File: config.mk
export PLATFORM = sky130hd
export DESIGN_NAME = mapu_mstream_transpose
export DESIGN_NICKNAME = d
export VERILOG_FILES = /design/src/rtl/mapu_mstream_pkg.sv /design/src/rtl/mapu_mstream_transpose_bank.sv /design/src/rtl/mapu_mstream_transpose.sv
export SDC_FILE = /design/constraint.sdc
export NUM_CORES = 1
export LEC_CHECK = 0
export ABC_CLOCK_PERIOD_IN_PS = 2800
export CAP_MARGIN = 15
export CORE_MARGIN = 2
export CORE_UTILIZATION = 50
export DETAILED_ROUTE_END_ITERATION = 10
export DONT_BUFFER_PORTS = 1
export HOLD_SLACK_MARGIN = 0.06
export SYNTH_ARGS = -nofsm -noshare
export SYNTH_HDL_FRONTEND = slang
export SYNTH_HIERARCHICAL = 1
export SYNTH_SLANG_ARGS = --single-unit
export TNS_END_PERCENT = 1
File: constraint.sdc
create_clock -name sys_clk -period 2.8 [get_ports sys_clk]
set_input_delay 0.56 -clock sys_clk [delete_from_list [all_inputs] [get_ports sys_clk]]
set_output_delay 0.56 -clock sys_clk [all_outputs]
set_load 0.05 [all_outputs]
File: src/rtl/mapu_mstream_pkg.sv
// Shared types for the MAPU matrix-stream transpose block.
package mapu_mstream_pkg;

    localparam int unsigned MAT_DIM = 3;
    localparam int unsigned ELEM_W  = 32;
    localparam int unsigned CNT_W   = 16;

    typedef logic [ELEM_W-1:0]    elem_t;
    typedef elem_t [MAT_DIM-1:0]  beat_t;   // one lane per row/column position
    typedef beat_t [MAT_DIM-1:0]  mat_t;    // mat[row][col]
    typedef logic [1:0]           idx_t;

    localparam idx_t LAST_IDX = idx_t'(MAT_DIM - 1);

endpackage

File: src/rtl/mapu_mstream_transpose_bank.sv
// One 3x3 matrix buffer: column-wise write, row- or column-wise read.
module mapu_mstream_transpose_bank
    import mapu_mstream_pkg::*;
(
    input  logic  sys_clk,
    input  logic  reset_n,
    input  logic  we,
    input  idx_t  col,
    input  beat_t wdata,
    input  idx_t  rd_idx,
    input  logic  byp,
    output beat_t rdata
);

    mat_t m;

    // Store an incoming column beat into column 'col'.
    always_ff @(posedge sys_clk or negedge reset_n) begin
        if (!reset_n) begin
            m <= '0;
        end else if (we) begin
            for (int unsigned r = 0; r < MAT_DIM; r++) begin
                m[idx_t'(r)][col] <= wdata[idx_t'(r)];
            end
        end
    end

    // Read row rd_idx (transpose) or column rd_idx (bypass, original order).
    always_comb begin
        rdata = '0;
        for (int unsigned k = 0; k < MAT_DIM; k++) begin
            rdata[idx_t'(k)] = byp ? m[idx_t'(k)][rd_idx] : m[rd_idx][idx_t'(k)];
        end
    end

endmodule

File: src/rtl/mapu_mstream_transpose.sv
// Ping-pong 3x3 transposer for the MAPU matrix stream: columns in, rows out.
module mapu_mstream_transpose
    import mapu_mstream_pkg::*;
#(
    parameter int unsigned DATA_WIDTH = ELEM_W
) (
    input  logic                  sys_clk,
    input  logic                  reset_n,
    input  logic                  cfg_bypass,
    input  logic                  ig_vld,
    output logic                  ig_rdy,
    input  logic [DATA_WIDTH-1:0] ig_r0,
    input  logic [DATA_WIDTH-1:0] ig_r1,
    input  logic [DATA_WIDTH-1:0] ig_r2,
    output logic                  eg_vld,
    input  logic                  eg_rdy,
    output logic [DATA_WIDTH-1:0] eg_r0,
    output logic [DATA_WIDTH-1:0] eg_r1,
    output logic [DATA_WIDTH-1:0] eg_r2,
    output logic [CNT_W-1:0]      mat_cnt
);

    logic             wr_bank, wr_bank_n;
    logic             rd_bank, rd_bank_n;
    idx_t             wr_col,  wr_col_n;
    idx_t             rd_row,  rd_row_n;
    logic [1:0]       full,    full_n;
    logic [1:0]       byp,     byp_n;
    logic [CNT_W-1:0] mat_cnt_n;
    logic             ig_rdy_n, eg_vld_n;
    logic             ig_fire, eg_fire;
    beat_t            wbeat;
    beat_t            bank_rd [2];
    beat_t            rd_beat;

    assign ig_fire = ig_vld && ig_rdy;
    assign eg_fire = eg_vld && eg_rdy;

    assign wbeat[0] = elem_t'(ig_r0);
    assign wbeat[1] = elem_t'(ig_r1);
    assign wbeat[2] = elem_t'(ig_r2);

    // Two banks: one fills while the other drains.
    for (genvar b = 0; b < 2; b++) begin : g_bank
        mapu_mstream_transpose_bank u_bank (
            .sys_clk (sys_clk),
            .reset_n (reset_n),
            .we      (ig_fire && (wr_bank == 1'(b))),
            .col     (wr_col),
            .wdata   (wbeat),
            .rd_idx  (rd_row),
            .byp     (byp[b]),
            .rdata   (bank_rd[b])
        );
    end

    // Egress lanes are a mux of the flopped bank storage.
    assign rd_beat = bank_rd[rd_bank];
    assign eg_r0   = DATA_WIDTH'(rd_beat[0]);
    assign eg_r1   = DATA_WIDTH'(rd_beat[1]);
    assign eg_r2   = DATA_WIDTH'(rd_beat[2]);

    // Pointer, full-flag and counter next state; ready/valid follow the new flags.
    always_comb begin
        wr_bank_n = wr_bank;
        wr_col_n  = wr_col;
        rd_bank_n = rd_bank;
        rd_row_n  = rd_row;
        full_n    = full;
        byp_n     = byp;
        mat_cnt_n = mat_cnt;

        if (ig_fire) begin
            if (wr_col == '0) begin
                byp_n[wr_bank] = cfg_bypass;
            end
            if (wr_col == LAST_IDX) begin
                full_n[wr_bank] = 1'b1;
                wr_bank_n       = ~wr_bank;
                wr_col_n        = '0;
            end else begin
                wr_col_n = wr_col + idx_t'(1);
            end
        end

        // Set and clear always hit different banks, so both apply.
        if (eg_fire) begin
            if (rd_row == LAST_IDX) begin
                full_n[rd_bank] = 1'b0;
                rd_bank_n       = ~rd_bank;
                rd_row_n        = '0;
                mat_cnt_n       = mat_cnt + CNT_W'(1);
            end else begin
                rd_row_n = rd_row + idx_t'(1);
            end
        end

        ig_rdy_n = ~full_n[wr_bank_n];
        eg_vld_n = full_n[rd_bank_n];
    end

    // State and handshake flops.
    always_ff @(posedge sys_clk or negedge reset_n) begin
        if (!reset_n) begin
            wr_bank <= 1'b0;
            rd_bank <= 1'b0;
            wr_col  <= '0;
            rd_row  <= '0;
            full    <= '0;
            byp     <= '0;
            mat_cnt <= '0;
            ig_rdy  <= 1'b1;
            eg_vld  <= 1'b0;
        end else begin
            wr_bank <= wr_bank_n;
            rd_bank <= rd_bank_n;
            wr_col  <= wr_col_n;
            rd_row  <= rd_row_n;
            full    <= full_n;
            byp     <= byp_n;
            mat_cnt <= mat_cnt_n;
            ig_rdy  <= ig_rdy_n;
            eg_vld  <= eg_vld_n;
        end
    end

endmodule

* After elaboration in Yosys (flattened, before gate mapping)
Cells that the tools add are included.
Widths: inputs -> output; s select.
** Storage, ports and cells
- Bits of input ports :: 101
- Logic and storage cells :: 111
- Output and inout bits :: 114
- Bits in writable memories :: 0
- Memory bits (read-only) :: 0
- Bits in registers :: 604
- Memories :: 0
- Latch bits :: 0
** Cells by class
- Shifts and indexed selects :: 0
- Divide/modulo/power cells :: 0
- $add $sub $neg :: 3
- $mul :: 0
- $lt $le $gt $ge :: 10
- Bitwise operators :: 7
- Mux-type cells :: 52
- Reduce and logical (&&, ||, !) cells :: 10
- Equal/unequal tests :: 2
** Operator list (count)
- $bwmux 96 :: 6
- $mux 96 :: 5
- $mux 32 :: 13
- $bmux 32 s2 :: 6
- $bmux 96 s2 :: 2
- $demux 32 s2 :: 1
- $add 16x1->16 const B :: 1
- $mux 2 :: 6
- $mux 1 :: 10
- $lt 1x2->1 const B :: 4
- $logic_and 1x1->1 :: 7
- $lt 2x3->1 const B :: 2
- $add 2x1->2 const B :: 2
- $eq 2x2->1 const B :: 2
- $reduce_and 2->1 :: 2
- $not 1->1 :: 3
- $and 2x2->2 :: 1
- $bwmux 2 :: 1
- $demux 1 s1 :: 2
- $ge 1x1->1 const B :: 2
- $ge 2x1->1 const B :: 1
- $ge 2x2->1 const B :: 1
- $logic_not 2->1 :: 1
- $not 1->2 :: 1
- other kinds (2) :: 2

* Logic depth before layout (Yosys ltp)
Gate-level depths: netlist of the first run.
- Depth after elaboration :: 13
- Mapped depth :: 7
- Depth with buffers taken out :: 5

* Hierarchy
Netlist of the first run, hierarchy kept.
** By module, submodules not included
- mapu_mstream_transpose_bank :: cells each 1126, area each 14483.9 um2, seq. area each 7206.9 um2, times used 2
- mapu_mstream_transpose :: cells each 219, area each 2374.8 um2, seq. area each 701.9 um2, times used 1

* Worst setup path after synthesis of the first run
No wires, ideal clock.
- Kind :: register -> output
- Start point :: register rd_row[1]
- End point :: output eg_r1[10]
- Arrival time :: 1.901 ns
- Stages on the path, launching flop included :: 7
- Buffers on the path :: 2
- Required time :: 2.240 ns
- Slack :: 0.339 ns
- Cells stage by stage :: dfrtp_1 > buf_2 > buf_2 > mux2_2 > a22oi_1 > nand2_1 > mux2_2
** RTL lines
- start: declaration :: line mapu_mstream_transpose.sv:26 : idx_t rd_row, rd_row_n;
- start signal: assignment :: line mapu_mstream_transpose.sv:118 : rd_row <= rd_row_n;
- end: declaration :: line mapu_mstream_transpose.sv:18 : output logic [DATA_WIDTH-1:0] eg_r1,

==> impl_metrics.csv, run 1 <==
group,metric,value,unit
run_status,status,"finished, violations left",
run_status,violations,"hold timing, slew limit, setup timing",
critical_path,cpMaxStageDelayCell,"dfrtp_4",
place,place_hpwl,53400,um
layout,nets,2655,
die,start_util,0.507,
layout,antennaDiodeCount,0,
detailed_routing,finalWirelength,94400,um
timing,post-route-period-util,1.15,
critical_path,crit_start,"rd_row[1]$_DFFE_PN0N_",
layout,multi_input_area,16300,sq um
critical_path,path_cells,"buf_12, buf_12, buf_16, mux2_2, a22oi_2, nand2_1, mux2_4, buf_12",
logic_synthesis,ys.flop_type,"dfrtp_1",
timing,finalWorstSetupSlack,-0.425,ns
die,num_rows,91,
logic_synthesis,synth_area_leader_cell,"dfrtp_1",
critical_path,required,2.24,ns
die,ios,215,
global_routing,grt_use_total,0.286,
timing,timing.final.crit_period,3.23,ns
place,port_buffers,0,
critical_path,cp.arrival,2.67,ns
timing,setup_viol,96,
critical_path,reg2reg_from,"rd_row[0]$_DFFE_PN0N_",
detailed_routing,wire_per_inst,27.4,um
detailed_routing,drc_errors,0,
place,gp_congestion,0.813,
global_routing,grt_max_degree,605,
logic_synthesis,ys_top_cells_by_area,"dfrtp_1, mux2_2, mux2i_1",
logic_synthesis,synth-seq-cells,604,
timing,max_slew_margin,-1.23,
logic_synthesis,synthCells,2471,
critical_path,path_class,"flip-flop to output pin",
critical_path,max_stage_delay,0.47,ns
global_routing,grt_pass1_wl,139000,um
detailed_routing,vias,21174,
cts,clock-sinks,604,
critical_path,cpLargestDelayFamily,"buffers and inverters",
critical_path,crit_cells,8,
logic_synthesis,synth-edff-count,0,
timing,slew_violations,497,
detailed_routing,viasPerCell,6.16,
critical_path,critPathBufInv,4,
cts,cts_tree,"done",
cts,htree_levels,3,
logic_synthesis,syn_area,31300,sq um
layout,design_area,38000,sq um
critical_path,worstSetupEndpointType,"output pin",
logic_synthesis,synthArstFlopShare,1.00,
timing,final.setup.tns,-27.72,ns
global_routing,grt_overflow,0,
cts,path_clk_slew,0.06,ns
die,fp.dieW,254,um
layout,register_area,15100,sq um
place,postPlaceCellArea,33600,sq um
timing,max_freq,0.310,GHz
logic_synthesis,ys_seq_area_frac,0.482,
logic_synthesis,yosys.area.top_type_share,0.481,
timing,worst_pin_slew,3.34,ns
logic_synthesis,synthTopCellsByCount,"mux2_2, dfrtp_1, nand2_1",
logic_synthesis,syn_area_per_cell,12.7,sq um
detailed_routing,drtPass1Iterations,7,
cts,clk_root_buffer_cell,"clkbuf_16",
logic_synthesis,yosysMostFrequentCell,"mux2_2",
cts,clockBufferDepth,3,
global_routing,antenna_found_initial,0,
cts,insertion_delay,0.59,ns
die,die_area,64700,sq um
critical_path,start_kind,"flip-flop",
layout,area_growth,21.3,%
logic_synthesis,ys_warn_count,6,
critical_path,path_max_fanout,6,
logic_synthesis,ys_types,39,
die,coreArea,61800,sq um
logic_synthesis,syn-num-nets,2573,
job,drv_cap,0,
detailed_routing,final_antenna_net_count,0,
layout,drive_above_1_share,0.499,
timing,finalClockSkew,0.0108,ns
min_path,worstHoldPathType,"primary input to asynchronous set/reset pin",
layout,nFillCells,4792,
timing,rsz0062_at_grt,"true",
timing,hold_violations,107,
global_routing,grt_pass1_vias,21997,
detailed_routing,drtIter0Drc,1468,
critical_path,rr_worst_depth,7,
die,die_y,254,um
layout,final_util,0.615,
cts,numCtsBuffers,69,
critical_path,crit_top_cell,"buf_12",
timing,holdWs,-0.333,ns
## cells in the final DEF, fill, tap and decap left out, types with 45 or more instances in the layout
cell type	count
buf_4	62
nand2_1	194
clkbuf_16	81
o221ai_1	45
buf_12	97
mux2_2	763
mux2i_1	186
dfrtp_1	598
o22ai_1	62
mux2_4	104
nor2b_1	62
## registers in the layout, summed over array words and instances (netlist names)
register / flops
byp: 2
eg_vld: 1
full: 2
g_bank.u_bank/m: 576
ig_rdy: 1
mat_cnt: 16
rd_bank: 1
rd_row: 2
wr_bank: 1
wr_col: 2
## timing repair
item | in CTS | in global routing
gates resized for setup | 46 | 224
pin swaps | 3 | 52
setup endpoints to repair | 96 | 96
setup buffers | 41 | 6
endpoints found under the hold margin | 604 | 604
gates cloned | 14 | 8
## metal layers
layer  share of wire  global-route usage
met1            0.45               0.392
met2            0.47               0.452
met3           0.059              0.0628
met4           0.027              0.0963
met5               0                   0
## kinds of logic (layout without fill, tap and decap cells)
logic type      after synthesis  count (layout)  synth area share
mux                        1057            1057             0.372
flops                       604             604             0.482
simple gates                331             334            0.0503
compound gates              267             267            0.0588
buf+inv                     194             323            0.0313
xor+xnor                     17              17           0.00475
fa+ha+maj                     1               1          0.000399
## cell type report
type / count / area share
Clock buffer: 107 / 0.0554
Clock inverter: 14 / 0.00316
Inverter: 2 / 0.000198
Multi-Input combinational cell: 1676 / 0.429
Sequential cell: 604 / 0.398
Tap cell: 837 / 0.0276
Timing Repair Buffer: 200 / 0.0869
## final timing paths
path	to	slack [ns]
worst max-delay path	eg_r1[6]	-0.43
worst min-delay path	mat_cnt[13]$_DFFE_PN0P_	-0.33
worst max register to register	mat_cnt[13]$_DFFE_PN0P_	0.30
worst min register to register	ig_rdy$_DFF_PN1_	0.43
max in group asynchronous	g_bank[1].u_bank/m[138]$_DFFE_PN0P_	0.52
min in group sys_clk	g_bank[0].u_bank/m[37]$_DFFE_PN0P_	0.11
## through the flow
step           cells  setup slack [ns]
2_1_floorplan   2471             0.339
3_3_place_gp    3250            0.0239
3_5_place_dp    3250          -0.00517
4_1_cts         3426            -0.417
5_1_grt         3440            -0.481
6_report        3440            -0.425
Power of run 1 is not shown: default switching activity piles up to over one toggle a cycle in this logic, so the estimate is an artifact.
==> inputs of run 2 (changes only) <==
- CELL_PAD_IN_SITES_DETAIL_PLACEMENT: default -> 1
- CELL_PAD_IN_SITES_GLOBAL_PLACEMENT: default -> 1
- PLACE_DENSITY_LB_ADDON: default -> 0.1
==> run 2 against run 1 <==
  * The run still ends with hold timing, slew limit, setup timing left
  * Routed wire length is 8.0% higher
  * Hold slack worse by 0.0047 ns
  * Critical path depth is 1 lower
  * Count of clock-buffer cells in the layout is 5 higher
  * Via count is 1.3% higher
  * Cell area is 0.27% lower
  * Setup slack better by 0.029 ns
  * Critical endpoint is now eg_r1[22]
  * Clock skew is 0.011 ns higher
  * Highest routed layer unchanged
==> impl_metrics.csv, run 2 (synthesis gave the netlist of run 1 again) <==
group,metric,value,unit
layout,final_cell_mix,"mux2_2, dfrtp_1, nand2_1",
critical_path,path_class,"flip-flop to output pin",
critical_path,worstSetupEndpointType,"output pin",
critical_path,cp.arrival,2.64,ns
cts,htree_levels,3,
timing,post-route-period-util,1.14,
detailed_routing,finalWirelength,102000,um
global_routing,antenna_found_initial,0,
critical_path,path_max_fanout,14,
die,fp.dieW,254,um
run_status,status,"finished, violations left",
layout,layout_commonest_cell,"mux2_2",
die,coreArea,61800,sq um
layout,top_regs,"g_bank.u_bank/m (576), mat_cnt (16)",
global_routing,grt_pass1_wl,151000,um
layout,nFillCells,5796,
place,gp_congestion,0.797,
cts,insertion_delay,0.61,ns
die,num_rows,91,
run_status,violations,"hold timing, slew limit, setup timing",
min_path,worstHoldPathType,"primary input to asynchronous set/reset pin",
timing,rsz0062_at_grt,"true",
cts,cts_tree,"done",
layout,drive_above_1_share,0.490,
timing,finalWorstSetupSlack,-0.397,ns
layout,top_register,"g_bank.u_bank/m",
die,start_util,0.507,
job,drv_cap,0,
global_routing,grt_pass1_vias,23353,
critical_path,start_kind,"flip-flop",
cts,numCtsBuffers,69,
detailed_routing,drc_errors,0,
detailed_routing,drtPass1Iterations,5,
timing,max_freq,0.313,GHz
detailed_routing,drtIter0Drc,1470,
detailed_routing,viasPerCell,6.26,
die,die_y,254,um
timing,finalClockSkew,0.0217,ns
global_routing,grt_use_total,0.312,
die,ios,215,
layout,nets,2638,
layout,area_growth,20.9,%
layout,multi_input_area,16200,sq um
cts,clockBufferDepth,3,
place,port_buffers,0,
cts,path_clk_slew,0.06,ns
critical_path,required,2.24,ns
cts,clock-sinks,604,
global_routing,grt_max_degree,605,
layout,antennaDiodeCount,0,
timing,slew_violations,259,
detailed_routing,wire_per_inst,29.8,um
layout,final_util,0.613,
layout,register_area,15100,sq um
detailed_routing,final_antenna_net_count,0,
detailed_routing,vias,21452,
timing,holdWs,-0.337,ns
timing,worst_pin_slew,1.99,ns
global_routing,grt_overflow,0,
timing,timing.final.crit_period,3.20,ns
timing,max_slew_margin,-0.329,
layout,largest_reg_flops,576,
timing,hold_violations,351,
die,die_area,64700,sq um
cts,clk_root_buffer_cell,"clkbuf_16",
place,place_hpwl,59100,um
timing,setup_viol,96,
==> run 2: routing by layer <==
layer / vias to the layer above / share of wire / global-route usage
met5: - / 0 / 0
met4: 0 / 0.028 / 0.0971
met3: 154 / 0.053 / 0.0597
met2: 538 / 0.48 / 0.506
met1: 11557 / 0.44 / 0.425
li1: 9203 / - / -
==> run 2: area by class of cell <==
| type | instances | area share |
|---|---|---|
| Multi-Input combinational cell | 1674 | 0.428 |
| Inverter | 2 | 0.000198 |
| Clock inverter | 11 | 0.00403 |
| Clock buffer | 112 | 0.0557 |
| Tap cell | 837 | 0.0276 |
| Timing Repair Buffer | 185 | 0.0856 |
| Sequential cell | 604 | 0.399 |
==> run 2: critical path, stage by stage, from the launching register on <==
cell     delay, ns
dfrtp_4       0.53
buf_12        0.20
nor2_4        0.43
buf_12        0.26
a22oi_1       0.11
nand2_1       0.13
mux2_2        0.20
buf_12        0.14
==> run 2: through the flow <==
stage / instances / setup WS [ns] / area [sq um] / TNS, ns / hold WS, ns
6_report: 3425 / -0.397 / 37900 / -28.90 / -0.337
2_1_floorplan: 2471 / 0.339 / 31300 / 0 / 0.264
4_1_cts: 3406 / -0.415 / 36900 / -32.23 / -0.362
3_5_place_dp: 3270 / 0.0798 / 34000 / 0 / 0.278
3_3_place_gp: 3270 / 0.0706 / 34000 / 0 / 0.277
5_1_grt: 3425 / -0.467 / 37900 / -36.15 / -0.372
==> run 2: timing repair <==
action	in CTS	in global routing
endpoints found under the hold margin	604	604
pin swaps	18	39
setup endpoints to repair	96	96
gates cloned	7	9
resized for setup	103	161
buffers inserted	6	10
==> run 2: worst paths after layout <==
path,depth (start not counted),startpoint,to,slack [ns]
setup / recovery,7,byp[1]$_DFFE_PN0P_,eg_r1[22],-0.40
hold / removal,0,reset_n,mat_cnt[15]$_DFFE_PN0P_,-0.34
setup reg to reg,7,rd_row[0]$_DFFE_PN0N_,mat_cnt[13]$_DFFE_PN0P_,0.28
hold reg to reg,1,full[1]$_DFF_PN0_,ig_rdy$_DFF_PN1_,0.43
max in group asynchronous,0,reset_n,byp[0]$_DFFE_PN0P_,1.34
min in group sys_clk,1,ig_r2[7],g_bank[0].u_bank/m[231]$_DFFE_PN0P_,0.09
Power of run 2 is left out for the same reason.
